[src/rtl/control_unit.sv]
// rtl/control_unit.sv - Mini-SRC control sequencer (fetch, decode, execute T3-T7)
//
// Purpose: Moore sequencer that walks RST -> T0..T7 -> T0/HALT and drives the
// datapath control strobes for each step of the current instruction.
// Ports:
//   clock   in   system clock, rising edge
//   clear   in   synchronous active-high reset, returns to RST from any state
//   stop    in   halt request, honoured only at an instruction boundary
//   ir      in   instruction register, opcode = ir[31:27]
//   con_ff  in   branch condition from the CON flip-flop
//   bus_src out  one-hot bus driver select
//   reg_ld  out  register load enables
//   gr_sel  out  {Gra,Grb,Grc}
//   IncPC, Read, Write  out  PC increment and memory strobes
//   alu_op  out  ALU operation (0 when unused)
//   run     out  low only in RST and HALT
//   state   out  current state code (debug)
module control_unit #(
  parameter int unsigned MEM_WAIT = 0
) (
  input  logic        clock,
  input  logic        clear,
  input  logic        stop,
  input  logic [31:0] ir,
  input  logic        con_ff,
  output logic [9:0]  bus_src,
  output logic [11:0] reg_ld,
  output logic [2:0]  gr_sel,
  output logic        IncPC,
  output logic        Read,
  output logic        Write,
  output logic [3:0]  alu_op,
  output logic        run,
  output logic [3:0]  state
);

  typedef enum logic [3:0] {
    S_RST = 4'd0, S_T0 = 4'd1, S_T1 = 4'd2, S_T2 = 4'd3, S_T3 = 4'd4,
    S_T4 = 4'd5, S_T5 = 4'd6, S_T6 = 4'd7, S_T7 = 4'd8, S_HALT = 4'd15
  } state_e;

  typedef struct packed {
    logic [9:0]  bus;
    logic [11:0] ld;
    logic [2:0]  gr;
    logic        inc;
    logic        rd;
    logic        wr;
    logic [3:0]  alu;
  } ctl_t;

  localparam logic [4:0] OP_LD   = 5'b00000, OP_LDI  = 5'b00001, OP_ST  = 5'b00010;
  localparam logic [4:0] OP_ADD  = 5'b00011, OP_SUB  = 5'b00100, OP_AND = 5'b00101;
  localparam logic [4:0] OP_OR   = 5'b00110, OP_ADDI = 5'b01100, OP_MUL = 5'b01111;
  localparam logic [4:0] OP_BR   = 5'b10011, OP_JR   = 5'b10100, OP_IN  = 5'b10110;
  localparam logic [4:0] OP_OUT  = 5'b10111, OP_MFHI = 5'b11000, OP_MFLO = 5'b11001;
  localparam logic [4:0] OP_HALT = 5'b11011;

  localparam logic [9:0] B_PC = 10'h001, B_MDR = 10'h002, B_ZLO = 10'h004, B_ZHI = 10'h008;
  localparam logic [9:0] B_HI = 10'h010, B_LO = 10'h020, B_IN = 10'h040, B_C = 10'h080;
  localparam logic [9:0] B_R  = 10'h100, B_BA = 10'h200;

  localparam logic [11:0] L_PC = 12'h001, L_MAR = 12'h002, L_MDR = 12'h004, L_IR = 12'h008;
  localparam logic [11:0] L_Y = 12'h010, L_ZLO = 12'h020, L_ZHI = 12'h040, L_HI = 12'h080;
  localparam logic [11:0] L_LO = 12'h100, L_OUT = 12'h200, L_CON = 12'h400, L_RIN = 12'h800;

  localparam logic [2:0] GRA = 3'b100, GRB = 3'b010, GRC = 3'b001;
  localparam logic [2:0] WAIT_LOAD = 3'(MEM_WAIT);

  state_e     state_q, state_d;
  logic [2:0] wait_q, wait_d;
  ctl_t       ctl_q;
  logic       run_q;
  logic       fin;
  logic [4:0] opcode;
  logic       unused_ir;

  assign opcode    = ir[31:27];
  assign unused_ir = ^ir[26:0];

  // Control word for a state; evaluated on entry so the outputs are registered.
  function automatic ctl_t decode(input state_e st, input logic [4:0] op, input logic con);
    ctl_t c;
    c = '0;
    case (st)
      S_T0: begin c.bus = B_PC; c.ld = L_PC | L_MAR; c.inc = 1'b1; end
      S_T1: begin c.rd = 1'b1; c.ld = L_MDR; end
      S_T2: begin c.bus = B_MDR; c.ld = L_IR; end
      S_T3: begin
        case (op)
          OP_ADD, OP_SUB, OP_AND, OP_OR, OP_MUL, OP_ADDI:
                              begin c.gr = GRB; c.bus = B_R;   c.ld = L_Y;   end
          OP_LDI, OP_LD, OP_ST: begin c.gr = GRB; c.bus = B_BA;  c.ld = L_Y;   end
          OP_MFHI:            begin c.gr = GRA; c.bus = B_HI;  c.ld = L_RIN; end
          OP_MFLO:            begin c.gr = GRA; c.bus = B_LO;  c.ld = L_RIN; end
          OP_IN:              begin c.gr = GRA; c.bus = B_IN;  c.ld = L_RIN; end
          OP_OUT:             begin c.gr = GRA; c.bus = B_R;   c.ld = L_OUT; end
          OP_JR:              begin c.gr = GRA; c.bus = B_R;   c.ld = L_PC;  end
          OP_BR:              begin c.gr = GRA; c.bus = B_R;   c.ld = L_CON; end
          default: ;
        endcase
      end
      S_T4: begin
        case (op)
          OP_ADD: begin c.gr = GRC; c.bus = B_R; c.ld = L_ZLO; c.alu = 4'd0; end
          OP_SUB: begin c.gr = GRC; c.bus = B_R; c.ld = L_ZLO; c.alu = 4'd1; end
          OP_AND: begin c.gr = GRC; c.bus = B_R; c.ld = L_ZLO; c.alu = 4'd2; end
          OP_OR:  begin c.gr = GRC; c.bus = B_R; c.ld = L_ZLO; c.alu = 4'd3; end
          OP_MUL: begin c.gr = GRC; c.bus = B_R; c.ld = L_ZLO | L_ZHI; c.alu = 4'd4; end
          OP_ADDI, OP_LDI, OP_LD, OP_ST: begin c.bus = B_C; c.ld = L_ZLO; end
          OP_BR:  begin c.bus = B_PC; c.ld = L_Y; end
          default: ;
        endcase
      end
      S_T5: begin
        case (op)
          OP_ADD, OP_SUB, OP_AND, OP_OR, OP_ADDI, OP_LDI:
                       begin c.bus = B_ZLO; c.gr = GRA; c.ld = L_RIN; end
          OP_LD, OP_ST: begin c.bus = B_ZLO; c.ld = L_MAR; end
          OP_MUL:      begin c.bus = B_ZLO; c.ld = L_LO; end
          OP_BR:       begin c.bus = B_C;   c.ld = L_ZLO; end
          default: ;
        endcase
      end
      S_T6: begin
        case (op)
          OP_LD:  begin c.rd = 1'b1; c.ld = L_MDR; end
          OP_ST:  begin c.gr = GRA; c.bus = B_R; c.ld = L_MDR; end
          OP_MUL: begin c.bus = B_ZHI; c.ld = L_HI; end
          // Branch taken decision uses con_ff as seen on entry to T6.
          OP_BR:  if (con) begin c.bus = B_ZLO; c.ld = L_PC; end
          default: ;
        endcase
      end
      S_T7: begin
        case (op)
          OP_LD: begin c.bus = B_MDR; c.gr = GRA; c.ld = L_RIN; end
          OP_ST: c.wr = 1'b1;
          default: ;
        endcase
      end
      default: ;
    endcase
    return c;
  endfunction

  // Memory steps hold their state while the wait counter drains; fin marks
  // the last cycle of an instruction, where stop is allowed to take effect.
  always_comb begin
    state_d = state_q;
    wait_d  = wait_q;
    fin     = 1'b0;
    case (state_q)
      S_RST: state_d = S_T0;
      S_T0:  begin state_d = S_T1; wait_d = WAIT_LOAD; end
      S_T1:  if (wait_q != 3'd0) wait_d = wait_q - 3'd1; else state_d = S_T2;
      S_T2:  state_d = S_T3;
      S_T3: begin
        case (opcode)
          OP_HALT: state_d = S_HALT;
          OP_ADD, OP_SUB, OP_AND, OP_OR, OP_ADDI, OP_LDI,
          OP_LD, OP_ST, OP_MUL, OP_BR: state_d = S_T4;
          default: fin = 1'b1;
        endcase
      end
      S_T4: state_d = S_T5;
      S_T5: begin
        case (opcode)
          OP_ADD, OP_SUB, OP_AND, OP_OR, OP_ADDI, OP_LDI: fin = 1'b1;
          OP_LD:   begin state_d = S_T6; wait_d = WAIT_LOAD; end
          default: state_d = S_T6;
        endcase
      end
      S_T6: begin
        case (opcode)
          OP_LD:   if (wait_q != 3'd0) wait_d = wait_q - 3'd1; else state_d = S_T7;
          OP_ST:   begin state_d = S_T7; wait_d = WAIT_LOAD; end
          default: fin = 1'b1;
        endcase
      end
      S_T7: begin
        if (opcode == OP_ST && wait_q != 3'd0) wait_d = wait_q - 3'd1;
        else fin = 1'b1;
      end
      S_HALT: state_d = S_HALT;
      default: state_d = S_RST;
    endcase
    if (fin) state_d = stop ? S_HALT : S_T0;
  end

  always_ff @(posedge clock) begin
    if (clear) begin
      state_q <= S_RST;
      wait_q  <= 3'd0;
      ctl_q   <= '0;
      run_q   <= 1'b0;
    end else begin
      state_q <= state_d;
      wait_q  <= wait_d;
      ctl_q   <= decode(state_d, opcode, con_ff);
      run_q   <= (state_d != S_RST) && (state_d != S_HALT);
    end
  end

  assign bus_src = ctl_q.bus;
  assign reg_ld  = ctl_q.ld;
  assign gr_sel  = ctl_q.gr;
  assign IncPC   = ctl_q.inc;
  assign Read    = ctl_q.rd;
  assign Write   = ctl_q.wr;
  assign alu_op  = ctl_q.alu;
  assign run     = run_q;
  assign state   = state_q;

endmodule
[config.mk]
export PLATFORM = sky130hd
export DESIGN_NAME = control_unit
export DESIGN_NICKNAME = d
export VERILOG_FILES = /design/src/rtl/control_unit.sv
export SDC_FILE = /design/constraint.sdc
export NUM_CORES = 1
export LEC_CHECK = 0
export ABC_AREA = 1
export CAP_MARGIN = 20
export CORE_MARGIN = 2
export CORE_UTILIZATION = 60
export DETAILED_ROUTE_END_ITERATION = 12
export DONT_BUFFER_PORTS = 1
export PLACE_DENSITY = 0.76
export SLEW_MARGIN = 20
export SYNTH_ARGS = -nofsm -noshare
export SYNTH_HDL_FRONTEND = slang
export SYNTH_SLANG_ARGS = --single-unit
[constraint.sdc]
create_clock -name clock -period 3.57 [get_ports clock]
set_input_delay 0.8925 -clock clock [delete_from_list [all_inputs] [get_ports clock]]
set_output_delay 0.8925 -clock clock [all_outputs]
set_load 0.05 [all_outputs]
# Word-level counts from Yosys, hierarchy flattened
# Cells that the tools add are included.
# op_classes
multipliers	0
magnitude_cmp	0
div	0
eq_ne	36
shift	0
n_mux	36
bitwise	2
n_reduce_logical	19
n_addsub	1
# op_table
cell	count
one-hot mux 25 bit (8 select lines)	1
one-hot mux 12 bit (8 select lines)	1
one-hot mux 21 bit (4 select lines)	1
one-hot mux 20 bit (4 select lines)	1
one-hot mux 10 bit (7 select lines)	1
one-hot mux 4 bit (10 select lines)	1
one-hot mux 12 bit (3 select lines)	1
== test 5 bit (second input constant)	7
== test 4 x 3 -> 1 bit (second input constant)	8
one-hot mux 3 bit (5 select lines)	2
one-hot mux 9 bit (3 select lines)	1
2-to-1 mux 4 bit	5
2-to-1 mux 17 bit	1
== test 4 x 2 -> 1 bit (second input constant)	4
one-hot mux 4 bit (2 select lines)	2
== test 5 x 3 -> 1 bit (second input constant)	3
2-to-1 mux 15 bit	1
2-to-1 mux 3 bit	5
== test 4 bit (second input constant)	3
one-hot mux 3 bit (4 select lines)	1
OR reduction 6 bit	2
OR reduction 11 bit	1
== test 5 x 2 -> 1 bit (second input constant)	2
== test 5 x 4 -> 1 bit (second input constant)	2
23 further kinds	37
# totals
mem_bits_rw	0
rom_bits	0
mem_count	0
word_cells	104
inputBits	36
latch_bits	0
reg_bits	40

# Longest topological paths before layout
# logic_depth
depth_word	8
mapped_depth	18

# Least setup slack after synthesis
# OpenSTA, ideal clock, no wires.
# synth_timing
path_kind	in2reg
start	in ir[29]
end	reg ctl_q (netlist bit bus_src[8])
t_arrival_ns	2.239
path_buffers	0
t_required_ns	3.514
setup_slack_ns	1.275
setup_time_ns	0.056
stages	13
cell_sequence	nor2_2 nand3_2 o21ai_1 nand2_1 nor3_1 nand2_1 nand2_2 nand3_2 nor2_4 nand2_2 nand3_1 nand2_1 inv_1
# synth_via
elab_chain_cells	7
word_cells_on_any_way	46
classes_between	eq/ne: 22; mux: 14; reduce/logical: 10
# synth_rtl
item	line	text
from (decl)	24	input logic [31:0] ir,
== test 5 x 2 -> 1 bit, or another cell as far along	-	
OR reduction 10 bit, or another cell as far along	159	case (opcode)
one-hot mux 4 bit (2 select lines), or another cell as far along	159	
one-hot mux 4 bit (10 select lines) or one-hot mux 1 bit (4 select lines) (tied branches)	153	case (state_q)
2-to-1 mux 4 bit	188	if (fin) state_d = stop ? S_HALT : S_T0;
== test 4 bit, or another cell as far along	85	case (st)
one-hot mux 10 bit (7 select lines) (*)	85	
to (signal assigned)	200	ctl_q <= decode(state_d, opcode, con_ff);
to (decl)	72	ctl_t ctl_q;
# Every way passes the cells marked *; elsewhere a longest branch is shown, timed or not.
# A chain may end at the register's enable or synchronous reset.

# Final worst setup path
# layout_timing
start	reg state_q[0] (netlist: state[0])
end	reg ctl_q (netlist bit bus_src[8])
# layout_via
elab_chain_cells	6
word_cells_on_any_way	26
classes_between	eq/ne: 16; mux: 9; reduce/logical: 1
# layout_rtl
item	line	text
from (decl)	70	state_e state_q, state_d;
from (signal assigned)	198	state_q <= state_d;
2-to-1 mux 4 bit	176	OP_LD: if (wait_q != 3'd0) wait_d = wait_q - 3'd1; else state_d = S_T7;
one-hot mux 4 bit (2 select lines)	175	case (opcode)
one-hot mux 4 bit (10 select lines)	153	
2-to-1 mux 4 bit (*)	188	
== test 4 bit, or another cell as far along	85	
one-hot mux 10 bit (7 select lines) (*)	85	
# Marked as above.

==> summary by stage <==
Status
The run finished with clean final reports.

Pwr
The switching power of the nets is 741 µW. The leakage power is 0.00105 µW. The internal power of the cells totals 746 µW. The portion of total power attributed to sequential cells is 0.451. The power density over the cells is 701 nW/µm².

The switching share of total power is 0.498. The clock share of power is 0.144. The combinational share of power is 0.405. IR analysis of the VDD net gives a maximum drop of 0.000494 V.

Critical path
The worst reg2reg path startpoint is state[0]. The element type at the critical path start is a flip-flop. The slowest cell on the critical path is dfxtp_1.

The worst flop-to-flop path endpoint is bus_src[8]. The maximum single-stage delay on the critical path is 0.67 ns. Data on the critical path arrives at its endpoint at 2.84 ns. The destination of the critical timing path is bus_src[8]. Data on the critical path is required at its endpoint by 3.87 ns. Traced cell by cell, the critical path runs through inv_1 -> nand2_1 -> nor2_1 -> nand2_1 -> inv_1 -> o21ai_1 -> nand2_1 -> inv_1 -> nand3_4 -> inv_4 -> nand2_2 -> nand2_4 -> nand2_4 -> nor2_4 -> nand2_1 -> nand3_1 -> nand2_1 -> inv_1. The largest driver fanout on the critical path is 5.

By startpoint and endpoint, the worst setup path is classified as flip-flop to flip-flop. The endpoint class of the critical path is a flip-flop. The number of cells on the worst reg-to-reg path is 18. The worst register-to-register path has a setup slack of 1.03 ns.

Tracing the worst setup path back leads to its startpoint at state[0]. Counting stages on the worst path, the most repeated cell is nand2_1.

Routing
The detail-routed net length per standard cell is 12.6 µm. Across all layers, the routed design uses 1818 vias. For this block, the initial DRC count from the detailed router was 108.

The final layout contains routed wiring with a total length of 4.33 mm. The pre-antenna-repair detailed-routing pass consisted of 4 iterations. The DRC violation count after routing is 0.

The number of nets with antenna violations after detailed routing is 0. After detailed routing, the number of vias per cell comes to 5.30.

Final layout
The register cell area after layout is 781 µm². The most common cell after layout, fill and taps aside is nand2_1. The post-layout net count is 334. The antenna cell count is 0. Summing all multi-input logic gate instances after layout gives 1040 µm². Of the cells placed in the final design, the portion with a size suffix greater than 1 is 0.141. Compared with the post-synthesis result, the final layout area differs by 4.56%. Counting the fill cells in the layout gives 312. In the layout the commonest cells are 63 x nand2_1, 44 x nor2_1, 41 x inv_1.

Die
The floorplan step defined a core boundary enclosing 3280 µm². The area of the die is 3860 µm². The boundary pin count is 73. In this run the core area contains 21 standard-cell rows. The initial cell density of the core is 0.618. The vertical die dimension is 62.1 µm. In this run the horizontal extent of the chip is 62.1 µm.

Timing
The worst slew margin relative to its limit is 0.581. The worst clock skew is 0.0108 ns. The final hold violation count is 0. Setup repair after global routing left no endpoint under its margin.

The number of max-slew violations in the final report was 0. Setup total negative slack on the finished layout was measured at 0 ns. For this run, the top clock speed supported by timing is 394 MHz.

The worst path setup slack after routing is 1.03 ns. In the finished design, the share of the clock period the worst path needs comes to 0.711. For the pin with the worst max-slew slack, the measured transition is 0.628 ns. Setup violations remaining at the end of the flow were counted as 0. The post-route minimum period is 2.54 ns.

Place
Input and output buffers added on the ports amount to 0. The worst-case setup slack after placement is 0.991 ns. Detailed placement ended at an HPWL of 3.35 mm. The routability-driven placement congestion ratio is 0.850.

GRT
The number of global-route vias before repair is 1728. Entering global routing, the biggest net connects 19 pins. After global routing the overflow that remains totals 0. Across every metal layer, demand over resource in global routing totals 0.238. The first global-routing pass estimated 7.37 mm of wire. The initial antenna violation count is 0.

Synth
The share of synthesized area in the top cell type comes to 0.385. The synthesized design contains 0 enable-type register cells. Sorting the synthesized cells by area gives the leading types as dfxtp_1 38%, nand2_1 12%, nor2_1 8.1%. The synthesized netlist net count is 330. The distinct cell type count of the synthesized netlist is 34. Dividing the synthesized area by the synthesized cell count gives 6.95 µm². The netlist area before placement is 2030 µm².

The number of warning messages in the yosys log is 0. The post-synthesis cell type with the largest combined area is dfxtp_1. The share of synthesized area occupied by flip-flops and latches is 0.385.

The predominant post-synthesis flop cell is dfxtp_1. The number of instances in the synthesized netlist is 292. The register bit total from synthesis is 39. The fraction of registers with async set or reset after synthesis is 0.

Worst hold path
The class of the worst hold path is flip-flop to flip-flop. The hold-critical path depth is 1.

CTS
The setup fix buffers added after clock tree synthesis is 0. The clock tree from TritonCTS is built. The deepest clock path buffer count is 2. The clock drives 39 sinks. At the later pin of the worst-skew pair, clock insertion delay measures 0.36 ns. Clock-pin slew was measured on the worst setup and hold paths at 0.11 ns.

The root buffer cell chosen for the clock tree is clkbuf_4. The number of buffers inserted by hold repair at cts is 0. The number of buffers created by CTS is 5. The number of instances resized during post-cts repair is 0. The count of H-tree levels built during CTS is 2.

Run
The tool flagged a number of max-cap violations equal to 0.
## power by group through the flow
stage / clock network, µW / logic, µW / registers [µW]
after detailed placement: 0 / 593 / 681
final: 214 / 602 / 671
after global placement: 0 / 584 / 682
after global routing: 232 / 681 / 677
after CTS: 219 / 598 / 671
after floorplan: 0 / 480 / 694
## synth_stat cells, types with 3 or more instances
cell / instances
a21oi_1: 19
dfxtp_1: 39
inv_1: 41
inv_2: 5
nand2_1: 63
nand2_2: 5
nand2_4: 5
nand3_1: 17
nand3_2: 3
nand4_1: 7
nor2_1: 44
nor2_2: 6
nor2_4: 3
nor3_1: 8
nor4_1: 3
o21ai_0: 3
## area by class of cell
cell class                      instances  share of cell area
Multi-Input combinational cell        201               0.490
Sequential cell                        39               0.368
Inverter                               48              0.0861
Tap cell                               46              0.0271
Clock buffer                            6              0.0195
Clock inverter                          2             0.00590
Timing Repair Buffer                    1             0.00354
## worst min-delay path by stage
stage,startpoint,endpoint,slack (ns)
5_1_grt,wait_q[0],wait_q[0],0.50
2_1_floorplan,wait_q[0],wait_q[0],0.44
4_1_cts,wait_q[0],wait_q[0],0.48
6_report,wait_q[0],wait_q[0],0.48
3_5_place_dp,wait_q[0],wait_q[0],0.46
3_3_place_gp,wait_q[0],wait_q[0],0.45
## per-stage QoR
stage                     hold slack [ns]  std cells  cell area, µm²  total power [µW]   util
final                               0.475        343            2120              1490  0.646
after global routing                0.503        343            2120              1590  0.646
after CTS                           0.478        343            2120              1490  0.646
after detailed placement            0.457        335            2070              1270  0.629
after global placement              0.454        335            2070              1270  0.629
after floorplan                     0.439        292            2030              1170      -
## critical path, delay by kind of cell, from the launching register on
family,cells,cell delay [ns]
flip-flops,1,0.67
buffers and inverters,5,0.58
AO/OA/AOI/OAI,1,0.07
AND/OR/NAND/NOR,12,1.15
## cells by family (layout without fill, tap and decap cells)
group | Yosys count | after routing | share of synthesized area
AOI/OAI and AO/OA | 27 | 27 | 0.0722
and+or+nand+nor | 170 | 170 | 0.421
adders and majority gates | 2 | 2 | 0.0123
xor gates and xnor gates | 1 | 1 | 0.00432
DFF | 39 | 39 | 0.385
other | 1 | 1 | 0.00185
buffers and inverters | 52 | 57 | 0.103
## registers in the layout, summed over array words and instances (netlist names)
register  count
state         4
bus_src      10
gr_sel        3
IncPC         1
reg_ld       12
run           1
Read          1
alu_op        3
Write         1
wait_q        3
## per-layer routing
layer / global-route usage / wire length [µm]
met3: 0.0562 / 258
met5: 0 / 0
met2: 0.409 / 2050
met1: 0.282 / 1920
met4: 0.111 / 102
Power figures use the tool's default switching activity.
